==> src/rtl/digit_roi_sequencer.sv <==
// digit_roi_sequencer
//   Per-frame controller sitting between the digit bounding-box tracker and the
//   digit recogniser. Once per frame, at a fixed raster point, it samples the
//   tracker's box and checks its size. It also checks how much the box moved
//   since the last valid frame. After STABLE_FRAMES consecutive valid, stable
//   frames it latches the box as the ROI and fires one recognition. It then
//   waits for done or timeout and re-arms.
//
// Ports
//   clk, rst          pixel clock, synchronous active-high reset
//   RGB_x_Src/_y_Src  current raster position
//   box_*             tracker box edges (left/right 11 bit, top/bottom 10 bit)
//   rec_done/digit    recogniser completion pulse and its result
//   rec_start         one-cycle start pulse to the recogniser
//   roi_*             latched ROI, constant from rec_start until back in WAIT
//   busy              high while a recognition is being launched or awaited
//   digit_out/valid   last recognised digit and its one-cycle update pulse
//   timeout_pulse     one-cycle pulse when a recognition is abandoned
module digit_roi_sequencer #(
  parameter logic [10:0] SAMPLE_X      = 11'd1220,
  parameter logic [9:0]  SAMPLE_Y      = 10'd602,
  parameter logic [10:0] MIN_W         = 11'd20,
  parameter logic [9:0]  MIN_H         = 10'd20,
  parameter int          TOL           = 4,
  parameter int          STABLE_FRAMES = 3,
  parameter logic [15:0] TIMEOUT       = 16'd50000
) (
  input  logic        clk,
  input  logic        rst,
  input  logic [10:0] RGB_x_Src,
  input  logic [9:0]  RGB_y_Src,
  input  logic [10:0] box_left,
  input  logic [10:0] box_right,
  input  logic [9:0]  box_top,
  input  logic [9:0]  box_bottom,
  input  logic        rec_done,
  input  logic [3:0]  rec_digit,
  output logic        rec_start,
  output logic [10:0] roi_left,
  output logic [10:0] roi_right,
  output logic [9:0]  roi_top,
  output logic [9:0]  roi_bottom,
  output logic        busy,
  output logic [3:0]  digit_out,
  output logic        digit_valid,
  output logic        timeout_pulse
);

  typedef enum logic [1:0] {S_WAIT, S_EVAL, S_START, S_BUSY} state_t;

  // Edge differences are taken one bit wider and signed, so an inverted
  // (empty-frame) box gives a negative span instead of wrapping.
  function automatic logic signed [11:0] span_x(input logic [10:0] hi, input logic [10:0] lo);
    return $signed({1'b0, hi}) - $signed({1'b0, lo});
  endfunction

  function automatic logic signed [10:0] span_y(input logic [9:0] hi, input logic [9:0] lo);
    return $signed({1'b0, hi}) - $signed({1'b0, lo});
  endfunction

  function automatic logic [11:0] adiff_x(input logic [10:0] a, input logic [10:0] b);
    logic signed [11:0] d;
    d = span_x(a, b);
    return (d < 0) ? $unsigned(-d) : $unsigned(d);
  endfunction

  function automatic logic [10:0] adiff_y(input logic [9:0] a, input logic [9:0] b);
    logic signed [10:0] d;
    d = span_y(a, b);
    return (d < 0) ? $unsigned(-d) : $unsigned(d);
  endfunction

  state_t      state_q, state_d;
  logic        match_q, match_d;
  logic [10:0] new_l_q, new_l_d, new_r_q, new_r_d;
  logic [9:0]  new_t_q, new_t_d, new_b_q, new_b_d;
  logic [10:0] held_l_q, held_l_d, held_r_q, held_r_d;
  logic [9:0]  held_t_q, held_t_d, held_b_q, held_b_d;
  logic [3:0]  cnt_q, cnt_d;
  logic [15:0] timer_q, timer_d;
  logic [10:0] roi_l_q, roi_l_d, roi_r_q, roi_r_d;
  logic [9:0]  roi_t_q, roi_t_d, roi_b_q, roi_b_d;
  logic        start_q, start_d, busy_q, busy_d, dv_q, dv_d, to_q, to_d;
  logic [3:0]  digit_q, digit_d;

  logic        sample_evt, box_ok, box_stable;
  logic [3:0]  cnt_upd;
  logic signed [11:0] w_span;
  logic signed [10:0] h_span;

  // Validity and stability of the box captured in WAIT, used during EVAL.
  always_comb begin
    w_span     = span_x(new_r_q, new_l_q);
    h_span     = span_y(new_b_q, new_t_q);
    box_ok     = (w_span > 12'sd0) && (w_span >= $signed({1'b0, MIN_W})) &&
                 (h_span > 11'sd0) && (h_span >= $signed({1'b0, MIN_H}));
    box_stable = (adiff_x(new_l_q, held_l_q) <= 12'(TOL)) &&
                 (adiff_x(new_r_q, held_r_q) <= 12'(TOL)) &&
                 (adiff_y(new_t_q, held_t_q) <= 11'(TOL)) &&
                 (adiff_y(new_b_q, held_b_q) <= 11'(TOL));
  end

  always_comb begin
    state_d  = state_q;
    match_d  = (RGB_x_Src == SAMPLE_X) && (RGB_y_Src == SAMPLE_Y);
    // Rising edge of the match only: dwelling on the point fires once.
    sample_evt = match_d && !match_q;
    new_l_d  = new_l_q;  new_r_d  = new_r_q;  new_t_d  = new_t_q;  new_b_d  = new_b_q;
    held_l_d = held_l_q; held_r_d = held_r_q; held_t_d = held_t_q; held_b_d = held_b_q;
    roi_l_d  = roi_l_q;  roi_r_d  = roi_r_q;  roi_t_d  = roi_t_q;  roi_b_d  = roi_b_q;
    cnt_d    = cnt_q;
    cnt_upd  = cnt_q;
    timer_d  = timer_q;
    start_d  = 1'b0;
    busy_d   = busy_q;
    digit_d  = digit_q;
    dv_d     = 1'b0;
    to_d     = 1'b0;
    case (state_q)
      S_WAIT: begin
        if (sample_evt) begin
          new_l_d = box_left;  new_r_d = box_right;
          new_t_d = box_top;   new_b_d = box_bottom;
          state_d = S_EVAL;
        end
      end
      S_EVAL: begin
        if (!box_ok) begin
          // Held box is left alone; only the run of stable frames restarts.
          cnt_d   = 4'd0;
          state_d = S_WAIT;
        end else begin
          if (box_stable) cnt_upd = (cnt_q == 4'd15) ? 4'd15 : cnt_q + 4'd1;
          else            cnt_upd = 4'd1;
          cnt_d    = cnt_upd;
          held_l_d = new_l_q; held_r_d = new_r_q;
          held_t_d = new_t_q; held_b_d = new_b_q;
          if (cnt_upd >= 4'(STABLE_FRAMES)) begin
            roi_l_d = new_l_q; roi_r_d = new_r_q;
            roi_t_d = new_t_q; roi_b_d = new_b_q;
            start_d = 1'b1;
            busy_d  = 1'b1;
            timer_d = 16'd0;
            state_d = S_START;
          end else begin
            state_d = S_WAIT;
          end
        end
      end
      S_START: begin
        // Timer reads 0 in START, so it equals TIMEOUT-1 exactly TIMEOUT-1
        // cycles after rec_start and the registered pulse lands at +TIMEOUT.
        timer_d = timer_q + 16'd1;
        state_d = S_BUSY;
      end
      S_BUSY: begin
        timer_d = timer_q + 16'd1;
        if (rec_done) begin
          digit_d = rec_digit;
          dv_d    = 1'b1;
          cnt_d   = 4'd0;
          busy_d  = 1'b0;
          state_d = S_WAIT;
        end else if (timer_q == TIMEOUT - 16'd1) begin
          to_d    = 1'b1;
          cnt_d   = 4'd0;
          busy_d  = 1'b0;
          state_d = S_WAIT;
        end
      end
      default: state_d = S_WAIT;
    endcase
  end

  always_ff @(posedge clk) begin
    // Captured box is only consumed in EVAL after a fresh capture.
    new_l_q <= new_l_d; new_r_q <= new_r_d; new_t_q <= new_t_d; new_b_q <= new_b_d;
    if (rst) begin
      state_q  <= S_WAIT;
      match_q  <= 1'b0;
      held_l_q <= '0; held_r_q <= '0; held_t_q <= '0; held_b_q <= '0;
      roi_l_q  <= '0; roi_r_q  <= '0; roi_t_q  <= '0; roi_b_q  <= '0;
      cnt_q    <= '0;
      timer_q  <= '0;
      start_q  <= 1'b0;
      busy_q   <= 1'b0;
      digit_q  <= '0;
      dv_q     <= 1'b0;
      to_q     <= 1'b0;
    end else begin
      state_q  <= state_d;
      match_q  <= match_d;
      held_l_q <= held_l_d; held_r_q <= held_r_d; held_t_q <= held_t_d; held_b_q <= held_b_d;
      roi_l_q  <= roi_l_d;  roi_r_q  <= roi_r_d;  roi_t_q  <= roi_t_d;  roi_b_q  <= roi_b_d;
      cnt_q    <= cnt_d;
      timer_q  <= timer_d;
      start_q  <= start_d;
      busy_q   <= busy_d;
      digit_q  <= digit_d;
      dv_q     <= dv_d;
      to_q     <= to_d;
    end
  end

  assign rec_start     = start_q;
  assign roi_left      = roi_l_q;
  assign roi_right     = roi_r_q;
  assign roi_top       = roi_t_q;
  assign roi_bottom    = roi_b_q;
  assign busy          = busy_q;
  assign digit_out     = digit_q;
  assign digit_valid   = dv_q;
  assign timeout_pulse = to_q;

endmodule

==> config.mk <==
export PLATFORM = sky130hd
export DESIGN_NAME = digit_roi_sequencer
export DESIGN_NICKNAME = d
export VERILOG_FILES = /design/src/rtl/digit_roi_sequencer.sv
export SDC_FILE = /design/constraint.sdc
export NUM_CORES = 1
export LEC_CHECK = 0
export BUFFER_PORTS_ARGS = -buffer_cell sky130_fd_sc_hd__buf_2
export CORE_MARGIN = 2
export CORE_UTILIZATION = 46
export CTS_CLUSTER_DIAMETER = 150
export DETAILED_ROUTE_END_ITERATION = 7
export HOLD_SLACK_MARGIN = 0.03
export MAX_ROUTING_LAYER = met4
export PLACE_DENSITY = 0.65
export SLEW_MARGIN = 10
export SYNTH_ARGS = -nofsm -noshare
export SYNTH_HDL_FRONTEND = slang
export SYNTH_SLANG_ARGS = --single-unit
==> constraint.sdc <==
create_clock -name clk -period 9.13 [get_ports clk]
set_input_delay 1.826 -clock clk [delete_from_list [all_inputs] [get_ports clk]]
set_output_delay 1.826 -clock clk [all_outputs]
set_load 0.05 [all_outputs]
# [After elaboration in Yosys (flattened, before gate mapping)]
# Index checks and enable logic that the tools add are counted.
[word_totals] regBits=157 input_bits=70 out_inout_bits=50
[classes] addsub=12 order_cmp=13 n_eq_ne=11 muxes=29 bitwise_logic=3 n_reduce_logical=24
[ops] op="11-bit by 11-bit subtractor with 12-bit output" n=3
[ops] op="10-bit by 10-bit subtractor with 11-bit output" n=3
[ops] op="16-bit two-way mux" n=2
[ops] op="16-bit one-hot mux with 2 select lines" n=1
[ops] op="4-bit two-way mux" n=7
[ops] op="12-bit by 3-bit <= comparator with 1-bit output, second input constant" n=2
[ops] op="12-bit by 1-bit less-than comparator with 1-bit output, second input constant" n=2
[ops] op="12-bit two-way mux" n=2
[ops] op="12-bit negator" n=2
[ops] op="11-bit by 3-bit <= comparator with 1-bit output, second input constant" n=2
[ops] op="11-bit by 1-bit less-than comparator with 1-bit output, second input constant" n=2
[ops] op="11-bit two-way mux" n=2
[ops] op="11-bit negator" n=2
[ops] op="16-bit by 1-bit adder with 16-bit output, second input constant" n=1
[ops] op="16-bit == test, second input constant" n=1
[ops] op="12-bit by 6-bit >= comparator with 1-bit output, second input constant" n=1
[ops] op="12-bit by 1-bit greater-than comparator with 1-bit output, second input constant" n=1
[ops] op="11-bit == test, second input constant" n=1
[ops] op="11-bit by 6-bit >= comparator with 1-bit output, second input constant" n=1
[ops] op="11-bit by 1-bit greater-than comparator with 1-bit output, second input constant" n=1
[ops] op="10-bit == test, second input constant" n=1
[ops] op="2-bit two-way mux" n=5
[ops] op="2-bit AND reduction" n=5
[ops] op="1-bit logical AND" n=8
[ops] op="other kinds (19)" n=34

# [Depth between registers and ports, before layout]
# Gate-level depths: netlist of run 1.
[depth] depth_word=14 mapped_depth=18 depth_no_buf=14

# [Worst setup path after synthesis of run 1]
# No wires, ideal clock.
[synth_timing] path_kind="input port to flip-flop" startpoint="input RGB_x_Src[3]" endpoint="register new_b_q[0], enable pin" setup_ps=546 t_arrival_ps=6769 t_required_ps=8584 path_slack_ps=1815 path_stages=4 path_buffers=0 path_cell_list="or4b_2 -> nor3_1 -> nand4_1 -> nor4_1"
[synth_via] elab_chain_len=4
[synth_rtl] item="start: declaration" line_no="30" rtl="input logic [10:0] RGB_x_Src,"
[synth_rtl] item="11-bit == test" line_no="105" rtl="match_d = (RGB_x_Src == SAMPLE_X) && (RGB_y_Src == SAMPLE_Y);"
[synth_rtl] item="1-bit logical AND" line_no="105"
[synth_rtl] item="1-bit logical AND" line_no="107" rtl="sample_evt = match_d && !match_q;"
[synth_rtl] item="2-bit AND reduction (no source line)"
[synth_rtl] item="end signal: assignment" line_no="177" rtl="new_l_q <= new_l_d; new_r_q <= new_r_d; new_t_q <= new_t_d; new_b_q <= new_b_d;"
[synth_rtl] item="end: declaration" line_no="76" rtl="logic [9:0] new_t_q, new_t_d, new_b_q, new_b_d;"
# No other way between the ends.
# A chain may end at the register's enable or synchronous reset.

# [Final worst setup path of run 1]
[layout_timing] startpoint="register new_b_q[0]" endpoint="register roi_b_q[8] (netlist: roi_bottom[8])"
[layout_via] elab_chain_len=10
[layout_rtl] item="10-bit by 10-bit subtractor with 11-bit output" line_no="58" rtl="return $signed({1'b0, hi}) - $signed({1'b0, lo});"
[layout_rtl] item="11-bit negator or 11-bit by 1-bit less-than comparator with 1-bit output (tied branches)" line_no="70" rtl="return (d < 0) ? $unsigned(-d) : $unsigned(d);"
[layout_rtl] item="11-bit two-way mux" line_no="70"
[layout_rtl] item="11-bit by 3-bit <= comparator with 1-bit output" line_no="100" rtl="(adiff_y(new_b_q, held_b_q) <= 11'(TOL));"
[layout_rtl] item="1-bit logical AND" line_no="99" rtl="(adiff_y(new_t_q, held_t_q) <= 11'(TOL)) &&"
[layout_rtl] item="4-bit two-way mux" line_no="133" rtl="if (box_stable) cnt_upd = (cnt_q == 4'd15) ? 4'd15 : cnt_q + 4'd1;"
[layout_rtl] item="4-bit two-way mux" line_no="128" rtl="if (!box_ok) begin"
[layout_rtl] item="4-bit two-way mux" line_no="119" rtl="case (state_q)"
[layout_rtl] item="4-bit by 2-bit >= comparator with 1-bit output" line_no="138" rtl="if (cnt_upd >= 4'(STABLE_FRAMES)) begin"
[layout_rtl] item="3-bit AND reduction (no source line) (*)"
[layout_rtl] item="end signal: assignment" line_no="194" rtl="roi_l_q <= roi_l_d; roi_r_q <= roi_r_d; roi_t_q <= roi_t_d; roi_b_q <= roi_b_d;"
[layout_rtl] item="end: declaration" line_no="82" rtl="logic [9:0] roi_t_q, roi_t_d, roi_b_q, roi_b_d;"
# Mark *: on every way between the ends. The rest lies on a longest branch, timed or not. The select of a mux whose other input is x is not followed.

==> results.env, run 1 <==
SYNTH-SEQ-AREA-SHARE=0.3302
GLOBAL_ROUTE.USAGE.TOTAL=0.2470
POSTROUTEWIRELENGTH_UM=28980
SEQ_AREA_UM2=3563
DIEWIDTH_UM=157.2
PLACE_CONGESTION=0.9281
WIRE_PER_INST_UM=17.31
SETUP.WORST_PATH.END_CLASS='register'
FINALCLOCKSKEW_PS=14.86
FULL_DIE_AREA_UM2=24700
START_UTIL=0.4639
NUMBER_OF_BUFFERS_INSERTED_DURING_CLOCK_TREE_SYNTHESIS=17
CRITICAL_PATH_CLASS='reg2reg'
GRT-OVFL-TOTAL=0
NUMBER_OF_PLACED_INSTANCES_WITH_TAPS_INCLUDED=1642
SYNTH_AREA_PER_CELL_UM2=8.537
CAP_VIOL_MAX_COUNT=0
SYNTHFLOPTYPE='sky130_fd_sc_hd__dfxtp_1'
POST-ROUTE-MIN-PERIOD_PS=5883
SUM_OF_NEGATIVE_SETUP_SLACK_PS=0
RELSLEWSLACK=0.2416
SYNTH_CELLS=1264
SW_FRAC_OF_TOTAL=0.2324
ANT_DIODES=0
SEQ_POWER_SHARE=0.493
ROOT_BUFFER='sky130_fd_sc_hd__clkbuf_16'
NUMBER_OF_GLOBAL_ROUTE_VIAS_BEFORE_REPAIR=9221
OUTCOME='complete, no violations'
PLACE_WS_PS=3389
FINAL_CRITICAL_PATH_SETUP_SLACK_PS=3247
POST_SYNTH_AND_OR_NAND_NOR_AREA_FRACTION=0.1779
WORST_HOLD_PATH_TYPE='reg2reg'
MULTI_INPUT_COMB_AREA_UM2=6487
CTS.HOLD.BUFFERS_ADDED=0
GRT_PASS1_WL_UM=47240
TOTAL_STANDARD_CELL_AREA_AFTER_SYNTHESIS_UM2=10790
HP-START='cnt_q[1]$_SDFFE_PP0P_'
PIN_COUNT_OF_THE_BIGGEST_NET_ENTERING_GLOBAL_ROUTING=71
AREA.GROWTH.SYNTH_TO_FINAL_PCT=12.49
POWER.IR.VDD_WORST_mV=0.1289
TIMING.CRITICAL_PATH.ARRIVAL_PS=6250
DRIVE_ABOVE_1_SHARE=0.1351
DRTPASS1ITERATIONS=5
POST_CTS_RESIZED=0
NUM_ROWS=56
FINAL_MIN_PERIOD_OVER_CLOCK_PERIOD=0.6444
SYNTH_EDF_COUNT=42
WORST_SETUP_SP='new_b_q[0]$_DFFE_PP_'
CP_MAX_FO=43
FINALSETUPVIOLATIONS=0
YOSYS.AREA_SHARE.XOR_XNOR=0.04534
BUFFER_PORTS.INSERTED=119
COUNT_OF_WARNINGS_EMITTED_BY_YOSYS=0
TRITONCTS_CLOCK_TREE='done'
DR_VIAS=9777
MUXSHAREOFSYNTHAREA=0.02910
POWER-PER-CELL-AREA_nW_PER_UM2=119.2
HOLD_VIOL_FINAL=0
VIA_COUNT_NORMALIZED_BY_INSTANCE_COUNT=5.841
POSTSYNTH.ASYNCRESETSHARE=0
DIE_H_UM=157.2
POST_CTS.REPAIR.SETUP_BUFFERS=0
RSZ0062_AT_GRT='false'
CLKSINKCOUNT=157
DR.FIRST_ITER.DRC_COUNT=677
SYNTH_ADDER_AREA_SHARE=0.08650
FINAL_MAX_SLEW_VIOL_COUNT=0
FINAL_NON_FILLER_CELLS=1674
P_INT_mW=1.110
CRITICAL_PATH_RT_PS=9500
DETAIL-ROUTE-ANTENNA-NETS=0
FILLER_CELL_COUNT=2281
SYNTH_NETS=1405
SYNTH_COMPOUND_GATE_AREA_SHARE=0.2595
PWR-SHARE-COMB=0.021
NUM_IO_PINS=120
HOLD_WORST_SLACK_PS=485.8
CLK_LATENCY_PS=430
CTS_BUFFER_DEPTH=2
YOSYSUNIQUECELLTYPES=88
DP_HPWL_UM=20990
LEAKAGE_nW=4.793
FINAL_CORE_UTIL=0.5218
POWER.SWITCHING_mW=0.3361
RR_STARTPOINT='new_b_q[0]$_DFFE_PP_'
CLKTRANSATPATHREGS_PS=70
TIGHTESTPINTRANSITION_PS=1133
MAXCLOCKFREQUENCY_MHz=170.0
HTREEDEPTH=4
YS_FF_LATCH=157
COREAREA_UM2=23260
CLOCK_POWER_SHARE=0.486
COMBINATIONAL_FAMILY_WITH_THE_MOST_AREA_AFTER_SYNTHESIS='compound AO/OA/AOI/OAI gates'
WORST_SETUP_PATH_START_KIND='register'
DRC=0
NUM-NETS-FINAL=1483
GRT_ANTENNA_BEFORE_REPAIR=0
==> layout make-up <==
cell class              instances  share of cell area
inverters                     124             0.03835
clock buffers                  20             0.03598
multi-input cells             915              0.5345
repair buffers                127             0.05422
well taps                     319             0.03288
clock inverters                12             0.01051
flip-flops and latches        157              0.2936
==> registers in the layout, summed over array words and instances (netlist names), named ones only <==
signal / cells
busy: 1
cnt_q: 4
state_q: 1
digit_valid: 1
roi_bottom: 10
roi_right: 11
new_t_q: 10
held_r_q: 11
held_b_q: 10
rec_start: 1
timeout_pulse: 1
roi_top: 10
new_b_q: 10
timer_q: 16
new_l_q: 11
new_r_q: 11
held_t_q: 10
match_q: 1
held_l_q: 11
digit_out: 4
roi_left: 11
==> cells in the final DEF, fill, tap and decap left out, types with 8 or more instances in the layout <==
cell type,netlist,final
sky130_fd_sc_hd__nor4_1,13,12
sky130_fd_sc_hd__a21o_1,10,10
sky130_fd_sc_hd__nand4_1,17,17
sky130_fd_sc_hd__edfxtp_1,42,42
sky130_fd_sc_hd__nor2b_1,20,20
sky130_fd_sc_hd__clkbuf_16,0,17
sky130_fd_sc_hd__buf_2,16,118
sky130_fd_sc_hd__nor2_1,129,128
sky130_fd_sc_hd__a31o_1,43,43
sky130_fd_sc_hd__inv_1,123,123
sky130_fd_sc_hd__nand2_1,61,61
sky130_fd_sc_hd__buf_4,6,9
sky130_fd_sc_hd__o21a_1,18,18
sky130_fd_sc_hd__o2111ai_1,10,10
sky130_fd_sc_hd__mux2i_1,28,28
sky130_fd_sc_hd__o21ai_0,45,45
sky130_fd_sc_hd__nor3_1,40,40
sky130_fd_sc_hd__dfxtp_1,115,115
sky130_fd_sc_hd__o31a_1,8,8
sky130_fd_sc_hd__o22ai_1,9,9
sky130_fd_sc_hd__a211oi_1,12,12
sky130_fd_sc_hd__xnor2_1,23,23
sky130_fd_sc_hd__a311oi_1,45,45
sky130_fd_sc_hd__o211a_1,10,10
sky130_fd_sc_hd__ha_1,65,65
sky130_fd_sc_hd__o211ai_1,18,18
sky130_fd_sc_hd__nand2b_1,13,13
sky130_fd_sc_hd__nand3_1,23,23
sky130_fd_sc_hd__a21oi_1,73,73
sky130_fd_sc_hd__and3_1,15,14
sky130_fd_sc_hd__xor2_1,31,31
sky130_fd_sc_hd__a31oi_1,10,10
==> critical path: stages, from the launching register on <==
cell                       delay [ps]
sky130_fd_sc_hd__edfxtp_1         340
sky130_fd_sc_hd__inv_1             70
sky130_fd_sc_hd__ha_1             240
sky130_fd_sc_hd__fa_1             420
sky130_fd_sc_hd__and2b_1          300
sky130_fd_sc_hd__o21a_1           200
sky130_fd_sc_hd__o22ai_1           90
sky130_fd_sc_hd__a211oi_1         690
sky130_fd_sc_hd__nor4_1           200
sky130_fd_sc_hd__or3b_1           410
sky130_fd_sc_hd__o21ai_0          180
sky130_fd_sc_hd__nor3b_2          920
sky130_fd_sc_hd__buf_4            520
sky130_fd_sc_hd__and3_2           490
sky130_fd_sc_hd__buf_4            490
sky130_fd_sc_hd__a31o_1           220
==> kinds of logic (layout without fill, tap and decap cells) <==
logic type,count (synthesis),in the layout
AO/OA/AOI/OAI,377,377
XOR/XNOR,55,55
adder cells (fa/ha/maj),71,71
buffers and inverters,192,283
flip-flops,157,157
multiplexers,31,31
AND/OR/NAND/NOR,381,381
==> cell usage after synthesis (6+ instances only) <==
library cell	number	area, um^2
sky130_fd_sc_hd__a311oi_1	45	394.1
sky130_fd_sc_hd__nand2b_1	13	81.33
sky130_fd_sc_hd__dfxtp_1	115	2302
sky130_fd_sc_hd__or3_1	7	43.79
sky130_fd_sc_hd__nand2_1	61	229.0
sky130_fd_sc_hd__a211oi_1	12	90.09
sky130_fd_sc_hd__nand3_1	23	115.1
sky130_fd_sc_hd__a21o_1	10	75.07
sky130_fd_sc_hd__nor4_1	13	81.33
sky130_fd_sc_hd__buf_2	16	80.08
sky130_fd_sc_hd__xor2_1	31	271.5
sky130_fd_sc_hd__o21ai_0	45	225.2
sky130_fd_sc_hd__fa_1	6	120.1
sky130_fd_sc_hd__a31oi_1	10	62.56
sky130_fd_sc_hd__o2111ai_1	10	87.58
sky130_fd_sc_hd__o211ai_1	18	135.1
sky130_fd_sc_hd__o211a_1	10	100.1
sky130_fd_sc_hd__o21a_1	18	135.1
sky130_fd_sc_hd__a31o_1	43	376.6
sky130_fd_sc_hd__xnor2_1	23	201.4
sky130_fd_sc_hd__nand4_1	17	106.4
sky130_fd_sc_hd__o22ai_1	9	56.30
sky130_fd_sc_hd__and3_1	15	93.84
sky130_fd_sc_hd__nor4b_1	6	52.55
sky130_fd_sc_hd__or2_2	7	43.79
sky130_fd_sc_hd__ha_1	65	813.3
sky130_fd_sc_hd__a21oi_1	73	365.4
sky130_fd_sc_hd__inv_1	123	461.7
sky130_fd_sc_hd__nor3_1	40	200.2
sky130_fd_sc_hd__mux2i_1	28	280.3
sky130_fd_sc_hd__o31a_1	8	70.07
sky130_fd_sc_hd__nor2b_1	20	125.1
sky130_fd_sc_hd__buf_4	6	45.04
sky130_fd_sc_hd__nor2_1	129	484.2
sky130_fd_sc_hd__clkbuf_1	43	161.4
sky130_fd_sc_hd__edfxtp_1	42	1261
==> path summary, 6_finish.rpt <==
check | slack (ps) | end | cells past startpoint
max | 3250 | roi_bottom[8]$_SDFFE_PP0P_ | 15
min | 490 | cnt_q[1]$_SDFFE_PP0P_ | 2
max reg2reg | 3250 | roi_bottom[8]$_SDFFE_PP0P_ | 15
min reg2reg | 490 | cnt_q[1]$_SDFFE_PP0P_ | 2
==> power by group through the flow <==
stage               clock network (mW)  registers [mW]  logic [mW]
global route                     0.744           0.713      0.0321
CTS                              0.719           0.713      0.0295
global placement                     0           0.729      0.0291
detailed placement                   0           0.729      0.0294
floorplan                            0           0.729      0.0104
finish                           0.703           0.713      0.0297
==> metal layers <==
metal / global-route usage / vias to the layer above / wire (um)
met4: 0.06407 / 0 / 461
li1: - / 4827 / -
met3: 0.04846 / 35 / 1631
met2: 0.3755 / 257 / 12860
met1: 0.3381 / 4658 / 14030
met5: - / - / 0
==> metrics by stage <==
stage / instance area [um^2] / total power, mW
after floorplan: 10790 / 0.7395
after global placement: 11570 / 0.7580
after detailed placement: 11570 / 0.7584
after CTS: 12140 / 1.461
after global routing: 12140 / 1.489
final: 12140 / 1.446
Power figures use the tool's default switching activity.
==> run 2, diff against run 1 <==
- ABC_AREA: default -> 1
- PLACE_DENSITY: 0.65 -> 0.68
- clock period: 9.13 -> 5.14 ns (I/O delays scaled with it)
==> run 2 against run 1 <==
Net effect: first-iteration DRC count down 12%; via count down 0.94%; non-clock buffer count down 5; global-route usage down 1.9 points; clock-buffer cell count down 3; synthesized cell count up 18%; die area down 4.3%; sequential power up 78%; sequential share of layout area up 0.97 points; hold slack worse by 37 ps; critical path type unchanged.
==> results.env, run 2 <==
FINALCLOCKSKEW_PS=17.94
SYNTH_AREA_LEADER_CELL='sky130_fd_sc_hd__dfxtp_1'
DIE_H_UM=153.8
SETUP.WORST_PATH.END_CLASS='register'
NUM-NETS-FINAL=1738
PIN_COUNT_OF_THE_BIGGEST_NET_ENTERING_GLOBAL_ROUTING=82
SW_FRAC_OF_TOTAL=0.2376
FULL_DIE_AREA_UM2=23640
NUM_IO_PINS=120
START_UTIL=0.4713
TIGHTESTPINTRANSITION_PS=865.1
POST_CTS.REPAIR.SETUP_BUFFERS=0
CAP_VIOL_MAX_COUNT=0
DP_HPWL_UM=19390
CP_MAX_FO=42
COREAREA_UM2=21890
AREA.GROWTH.SYNTH_TO_FINAL_PCT=13.89
GRT_PASS1_WL_UM=43050
GLOBAL_ROUTE.USAGE.TOTAL=0.2279
NETLIST_TOP_CELLS_AREA='sky130_fd_sc_hd__dfxtp_1, sky130_fd_sc_hd__edfxtp_1, sky130_fd_sc_hd__nand2_1'
PLACEDINSTANCEAREA_UM2=11130
OUTCOME='complete, no violations'
P_INT_mW=2.036
SYNTHFLOPTYPE='sky130_fd_sc_hd__dfxtp_1'
SEQ_POWER_SHARE=0.474
SYNTH_COMMONEST_CELLS='sky130_fd_sc_hd__nand2_1, sky130_fd_sc_hd__inv_1, sky130_fd_sc_hd__nand3_1, sky130_fd_sc_hd__nor2_1, sky130_fd_sc_hd__a21oi_1'
PWR-SHARE-COMB=0.020
FINAL_CORE_UTIL=0.5368
LAYOUT.CELLS.MOST_COMMON_LIST='sky130_fd_sc_hd__nand2_1, sky130_fd_sc_hd__inv_1, sky130_fd_sc_hd__nand3_1'
PLACE_CONGESTION=0.9104
POST-SYNTH-TOP-COUNT-CELL='sky130_fd_sc_hd__nand2_1'
GRT_ANTENNA_BEFORE_REPAIR=0
POSTROUTEWIRELENGTH_UM=25830
DETAIL-ROUTE-ANTENNA-NETS=0
BUFFER_PORTS.INSERTED=119
SYNTH_AREA_PER_CELL_UM2=6.915
YOSYSUNIQUECELLTYPES=48
DR.FIRST_ITER.DRC_COUNT=595
DRIVE_ABOVE_1_SHARE=0.1248
MAXCLOCKFREQUENCY_MHz=234.9
HTREEDEPTH=4
WORST_HOLD_PATH_TYPE='reg2reg'
WORST_SETUP_SP='new_r_q[0]$_DFFE_PP_'
WIRE_PER_INST_UM=13.67
FINALSETUPVIOLATIONS=0
YS_FF_LATCH=157
NUMBER_OF_GLOBAL_ROUTE_VIAS_BEFORE_REPAIR=8854
RR_STARTPOINT='new_r_q[0]$_DFFE_PP_'
POSTSYNTH.ASYNCRESETSHARE=0
FINAL_COMMON_CELL='sky130_fd_sc_hd__nand2_1'
FINAL_NON_FILLER_CELLS=1890
CLKSINKCOUNT=157
CLOCK_POWER_SHARE=0.506
CTS_BUFFER_DEPTH=2
SYNTH_NETS=1633
TRITONCTS_CLOCK_TREE='done'
NUMBER_OF_BUFFERS_INSERTED_DURING_CLOCK_TREE_SYNTHESIS=17
ROOT_BUFFER='sky130_fd_sc_hd__clkbuf_16'
CTS.HOLD.BUFFERS_ADDED=0
CRITICAL_PATH_RT_PS=5460
SUM_OF_NEGATIVE_SETUP_SLACK_PS=0
RSZ0062_AT_GRT='false'
CRITICAL_PATH_CLASS='reg2reg'
HOLD_VIOL_FINAL=0
VIA_COUNT_NORMALIZED_BY_INSTANCE_COUNT=5.124
DRTPASS1ITERATIONS=5
SYNTH_CELLS=1492
NUM_ROWS=54
WORST_SETUP_PATH_START_KIND='register'
COUNT_OF_WARNINGS_EMITTED_BY_YOSYS=0
POWER.IR.VDD_WORST_mV=0.1705
SYNTH_EDF_COUNT=42
TOTAL_STANDARD_CELL_AREA_AFTER_SYNTHESIS_UM2=10320
NUMBER_OF_PLACED_INSTANCES_WITH_TAPS_INCLUDED=1858
SYNTH-SEQ-AREA-SHARE=0.3454
POST-ROUTE-MIN-PERIOD_PS=4257
HOLD_WORST_SLACK_PS=448.7
LEAKAGE_nW=5.533
FINAL_MAX_SLEW_VIOL_COUNT=0
LARGEST_REGISTER_FFS=16
POST_CTS_RESIZED=0
DIEWIDTH_UM=153.8
HP-START='digit_out[1]$_SDFFE_PP0P_'
DR_VIAS=9685
FINAL_CELL_AREA_UM2=11750
FINAL_MIN_PERIOD_OVER_CLOCK_PERIOD=0.8282
RELSLEWSLACK=0.4213
LARGEST-REGISTER='timer_q'
GRT-OVFL-TOTAL=0
ANT_DIODES=0
DRC=0
TIMING.CRITICAL_PATH.ARRIVAL_PS=4580
CLK_LATENCY_PS=440
POWER.SWITCHING_mW=0.6344
CLKTRANSATPATHREGS_PS=70
NETLIST.AREA_LEADER.SHARE=0.2231
POWER-PER-CELL-AREA_nW_PER_UM2=227.3
## run 2: cell count changes in the layout (fill, tap and decap cells not counted), sizes merged, moves of 43 or more
cell / delta
o21ai: +70
nand2: +265
nand3: +127
a31o: -43
inv: +132
a21oi: +46
a311oi: -45
## run 2: final timing paths
kind | end | slack [ps] | cells past startpoint
worst max-delay path | roi_bottom[7]$_SDFFE_PP0P_ | 880 | 20
worst min-delay path | digit_out[1]$_SDFFE_PP0P_ | 450 | 2
worst max register to register | roi_bottom[7]$_SDFFE_PP0P_ | 880 | 20
worst min register to register | digit_out[1]$_SDFFE_PP0P_ | 450 | 2
## run 2: critical path, cell delays in order (launching register included)
cell	delay [ps]
sky130_fd_sc_hd__edfxtp_1	370
sky130_fd_sc_hd__inv_1	130
sky130_fd_sc_hd__ha_1	160
sky130_fd_sc_hd__inv_1	90
sky130_fd_sc_hd__fa_1	420
sky130_fd_sc_hd__nand2_1	160
sky130_fd_sc_hd__nand3_2	110
sky130_fd_sc_hd__nand3b_1	100
sky130_fd_sc_hd__nand2_1	70
sky130_fd_sc_hd__nor2_1	150
sky130_fd_sc_hd__nand3_1	150
sky130_fd_sc_hd__nor2_2	150
sky130_fd_sc_hd__nor2_1	70
sky130_fd_sc_hd__xnor2_1	180
sky130_fd_sc_hd__nand3_1	120
sky130_fd_sc_hd__nor3_2	250
sky130_fd_sc_hd__nand4_1	140
sky130_fd_sc_hd__nand2_2	310
sky130_fd_sc_hd__nand2_2	590
sky130_fd_sc_hd__o21ai_0	370
sky130_fd_sc_hd__nor2_1	60
## run 2: routing by layer
| metal | vias to the layer above | global-route usage | wire length [um] |
|---|---|---|---|
| met5 | - | - | 0 |
| met4 | 0 | 0.06990 | 518 |
| met3 | 35 | 0.03044 | 989 |
| met2 | 217 | 0.3634 | 11910 |
| met1 | 4372 | 0.3030 | 12410 |
| li1 | 5061 | - | - |
## run 2: final cells by class
type / count / area [um^2]
Clock buffer: 17 / 425.4
Clock inverter: 15 / 192.7
Fill cell: 2156 / 10140
Inverter: 254 / 953.4
Multi-Input combinational cell: 1045 / 5647
Sequential cell: 157 / 3563
Tap cell: 280 / 350.3
Timing Repair Buffer: 122 / 618.1
## run 2: logic make-up after synthesis
kind of cell / share of synthesized area
and+or+nand+nor: 0.2885
buffers and inverters: 0.1083
AOI/OAI and AO/OA: 0.1355
DFF: 0.3454
adders and majority gates: 0.09047
xor gates and xnor gates: 0.03189
## run 2: through the flow
step | setup WS, ps | total power [mW]
finish | 882.9 | 2.670
global route | 322.8 | 2.745
global placement | 1045 | 1.346
CTS | 886.5 | 2.695
detailed placement | 889.4 | 1.347
floorplan | 1116 | 1.316
## run 2: power groups by stage
stage | sequential (mW) | clock (mW) | combinational [mW]
floorplan | 1.29 | 0 | 0.0215
global placement | 1.29 | 0 | 0.0513
detailed placement | 1.29 | 0 | 0.0523
CTS | 1.27 | 1.38 | 0.0528
global route | 1.27 | 1.42 | 0.0596
finish | 1.27 | 1.35 | 0.0522
==> run 3, diff against run 2 <==
- PLACE_DENSITY: 0.68 -> 0.65
- clock period: 5.14 -> 4 ns (I/O delays scaled with it)
==> run 3 against run 2 <==
Net effect: die area is the same; combinational power rose by 32%; global-route usage fell by 0.091 points; sequential power increased by 28%; clock power increased by 27%.
==> results.env, run 3 (synthesized netlist as in run 2, its figures left out) <==
OUTCOME='complete, no violations'
TIMING.CRITICAL_PATH.ARRIVAL_PS=4020
LEAKAGE_nW=5.634
NUM_ROWS=54
DRTPASS1ITERATIONS=5
RR_STARTPOINT='new_r_q[0]$_DFFE_PP_'
SUM_OF_NEGATIVE_SETUP_SLACK_PS=0
FINAL_MAX_SLEW_VIOL_COUNT=0
CRITICAL_PATH_RT_PS=4350
RELSLEWSLACK=0.5709
FINALSETUPVIOLATIONS=0
GLOBAL_ROUTE.USAGE.TOTAL=0.2270
ROOT_BUFFER='sky130_fd_sc_hd__clkbuf_16'
HOLD_VIOL_FINAL=0
PLACEDINSTANCEAREA_UM2=11260
WORST_HOLD_PATH_TYPE='reg2reg'
DRIVE_ABOVE_1_SHARE=0.1358
CRITICAL-PATH-SLOWEST-CELL='sky130_fd_sc_hd__fa_2'
POSTROUTEWIRELENGTH_UM=25910
WORST_SETUP_PATH_START_KIND='register'
HOLD_WORST_SLACK_PS=440.3
PIN_COUNT_OF_THE_BIGGEST_NET_ENTERING_GLOBAL_ROUTING=52
HTREEDEPTH=4
CTS.HOLD.BUFFERS_ADDED=0
DIE_H_UM=153.8
CRITICAL_PATH_CLASS='reg2reg'
POST-ROUTE-MIN-PERIOD_PS=3671
HP-START='digit_out[3]$_SDFFE_PP0P_'
LARGEST_REGISTER_FFS=16
CRIT_CELLS=20
DR.FIRST_ITER.DRC_COUNT=586
FINAL_MIN_PERIOD_OVER_CLOCK_PERIOD=0.9178
POWER-PER-CELL-AREA_nW_PER_UM2=286.3
CLK_LATENCY_PS=430
CPLARGESTDELAYFAMILY='simple AND/OR/NAND/NOR gates'
AREA.GROWTH.SYNTH_TO_FINAL_PCT=15.72
RRSETUPSLACK_PS=330
WORST_SETUP_SP='new_r_q[0]$_DFFE_PP_'
DRC=0
P_TOTAL_mW=3.419
NUMBER_OF_PLACED_INSTANCES_WITH_TAPS_INCLUDED=1874
ANT_DIODES=0
DIEWIDTH_UM=153.8
MULTI_INPUT_COMB_AREA_UM2=5683
START_UTIL=0.4713
FINAL_NON_FILLER_CELLS=1907
BIGGEST_CELL_DELAY_ALONG_THE_CRITICAL_PATH_PS=450
DR_VIAS=9675
SETUP.WORST_PATH.END_CLASS='register'
WIRE_PER_INST_UM=13.59
NUM-NETS-FINAL=1755
CRIT_PATH_CELL_TRACE='inv_1, ha_1, inv_1, fa_2, inv_1, nand2_1, a21oi_1, nand3_1, nor2_1, nand3_1, nor2_2, nor2_1, xnor2_1, nand3_1, nor3_2, nand4_1, nand2_4, nand3_4, buf_12, o21ai_0'
POWER.IR.VDD_WORST_mV=0.2072
TIMING.CRITICAL_PATH.BUF_INV=4
FINAL_COMMON_CELL='sky130_fd_sc_hd__nand2_1'
FULL_DIE_AREA_UM2=23640
DETAIL-ROUTE-ANTENNA-NETS=0
COREAREA_UM2=21890
DP_HPWL_UM=19930
GRT-OVFL-TOTAL=0
FINALCLOCKSKEW_PS=13.33
PLACE_CONGESTION=0.8794
SEQ_AREA_UM2=3563
GRT_PASS1_WL_UM=43020
LARGEST-REGISTER='timer_q'
NUMBER_OF_BUFFERS_INSERTED_DURING_CLOCK_TREE_SYNTHESIS=17
TRITONCTS_CLOCK_TREE='done'
CAP_VIOL_MAX_COUNT=0
CELL_COUNT_OF_THE_WORST_HOLD_PATH=2
REG2REG_DEPTH=20
NUM_IO_PINS=120
VIA_COUNT_NORMALIZED_BY_INSTANCE_COUNT=5.073
FILLER_CELL_COUNT=2174
MAXCLOCKFREQUENCY_MHz=272.4
NUMBER_OF_GLOBAL_ROUTE_VIAS_BEFORE_REPAIR=8967
LAYOUT.CELLS.MOST_COMMON_LIST='sky130_fd_sc_hd__nand2_1, sky130_fd_sc_hd__inv_1, sky130_fd_sc_hd__nand3_1'
TIGHTESTPINTRANSITION_PS=642.7
FINAL_CELL_AREA_UM2=11940
GRT_ANTENNA_BEFORE_REPAIR=0
CLKSINKCOUNT=157
CLKTRANSATPATHREGS_PS=70
BUFFER_PORTS.INSERTED=119
CTS_BUFFER_DEPTH=2
CP_MAX_FO=22
-- run 3: cell types whose count changed in the layout (fill, tap and decap cells not counted), sizes merged --
cell	change
clkinvlp	+1
bufinv	+1
clkinv	+2
clkbuf	+1
inv	-5
buf	+17
-- run 3: layout make-up --
type | count | area share
multi-input combinational | 1045 | 0.4760
sequential | 157 | 0.2985
inverter | 254 | 0.08028
timing repair buffer | 139 | 0.06477
clock buffer | 18 | 0.03595
tap | 280 | 0.02934
clock inverter | 14 | 0.01520
-- run 3: routing by layer --
metal,global-route usage,share of wire,vias up
met3,0.03072,0.038,32
met4,0.06640,0.019,0
met5,-,0,-
li1,-,-,5103
met2,0.3685,0.46,197
met1,0.2972,0.48,4343
-- run 3: final timing paths --
kind / end
min reg2reg: digit_out[3]$_SDFFE_PP0P_
min: digit_out[3]$_SDFFE_PP0P_
max reg2reg: roi_left[4]$_SDFFE_PP0P_
max: roi_left[4]$_SDFFE_PP0P_
-- run 3: power breakdown --
group	total, mW	switching [mW]	internal [mW]
clock network	1.72	0.725	0.997
logic	0.0689	0.0373	0.0316
registers	1.63	0.000000567	1.63
total	3.42	0.762	2.66
-- run 3: tightest hold or removal path, cell delays in order, from the launching register on --
cell                      delay [ps]
sky130_fd_sc_hd__dfxtp_1         310
sky130_fd_sc_hd__inv_1            40
sky130_fd_sc_hd__a21oi_1          50
-- run 3: per-stage QoR --
stage | utilization | setup slack [ps]
floorplan | - | 203.9
global placement | 0.5146 | 291.0
detailed placement | 0.5146 | 197.0
CTS | 0.5425 | 170.1
global route | 0.5454 | -2.037
finish | 0.5454 | 328.7
-- run 3: what timing repair did --
item / 4_1_cts / 5_1_grt
resized for setup: 0 / 15
buffers inserted: 0 / 1
setup endpoints to repair: 0 / 57
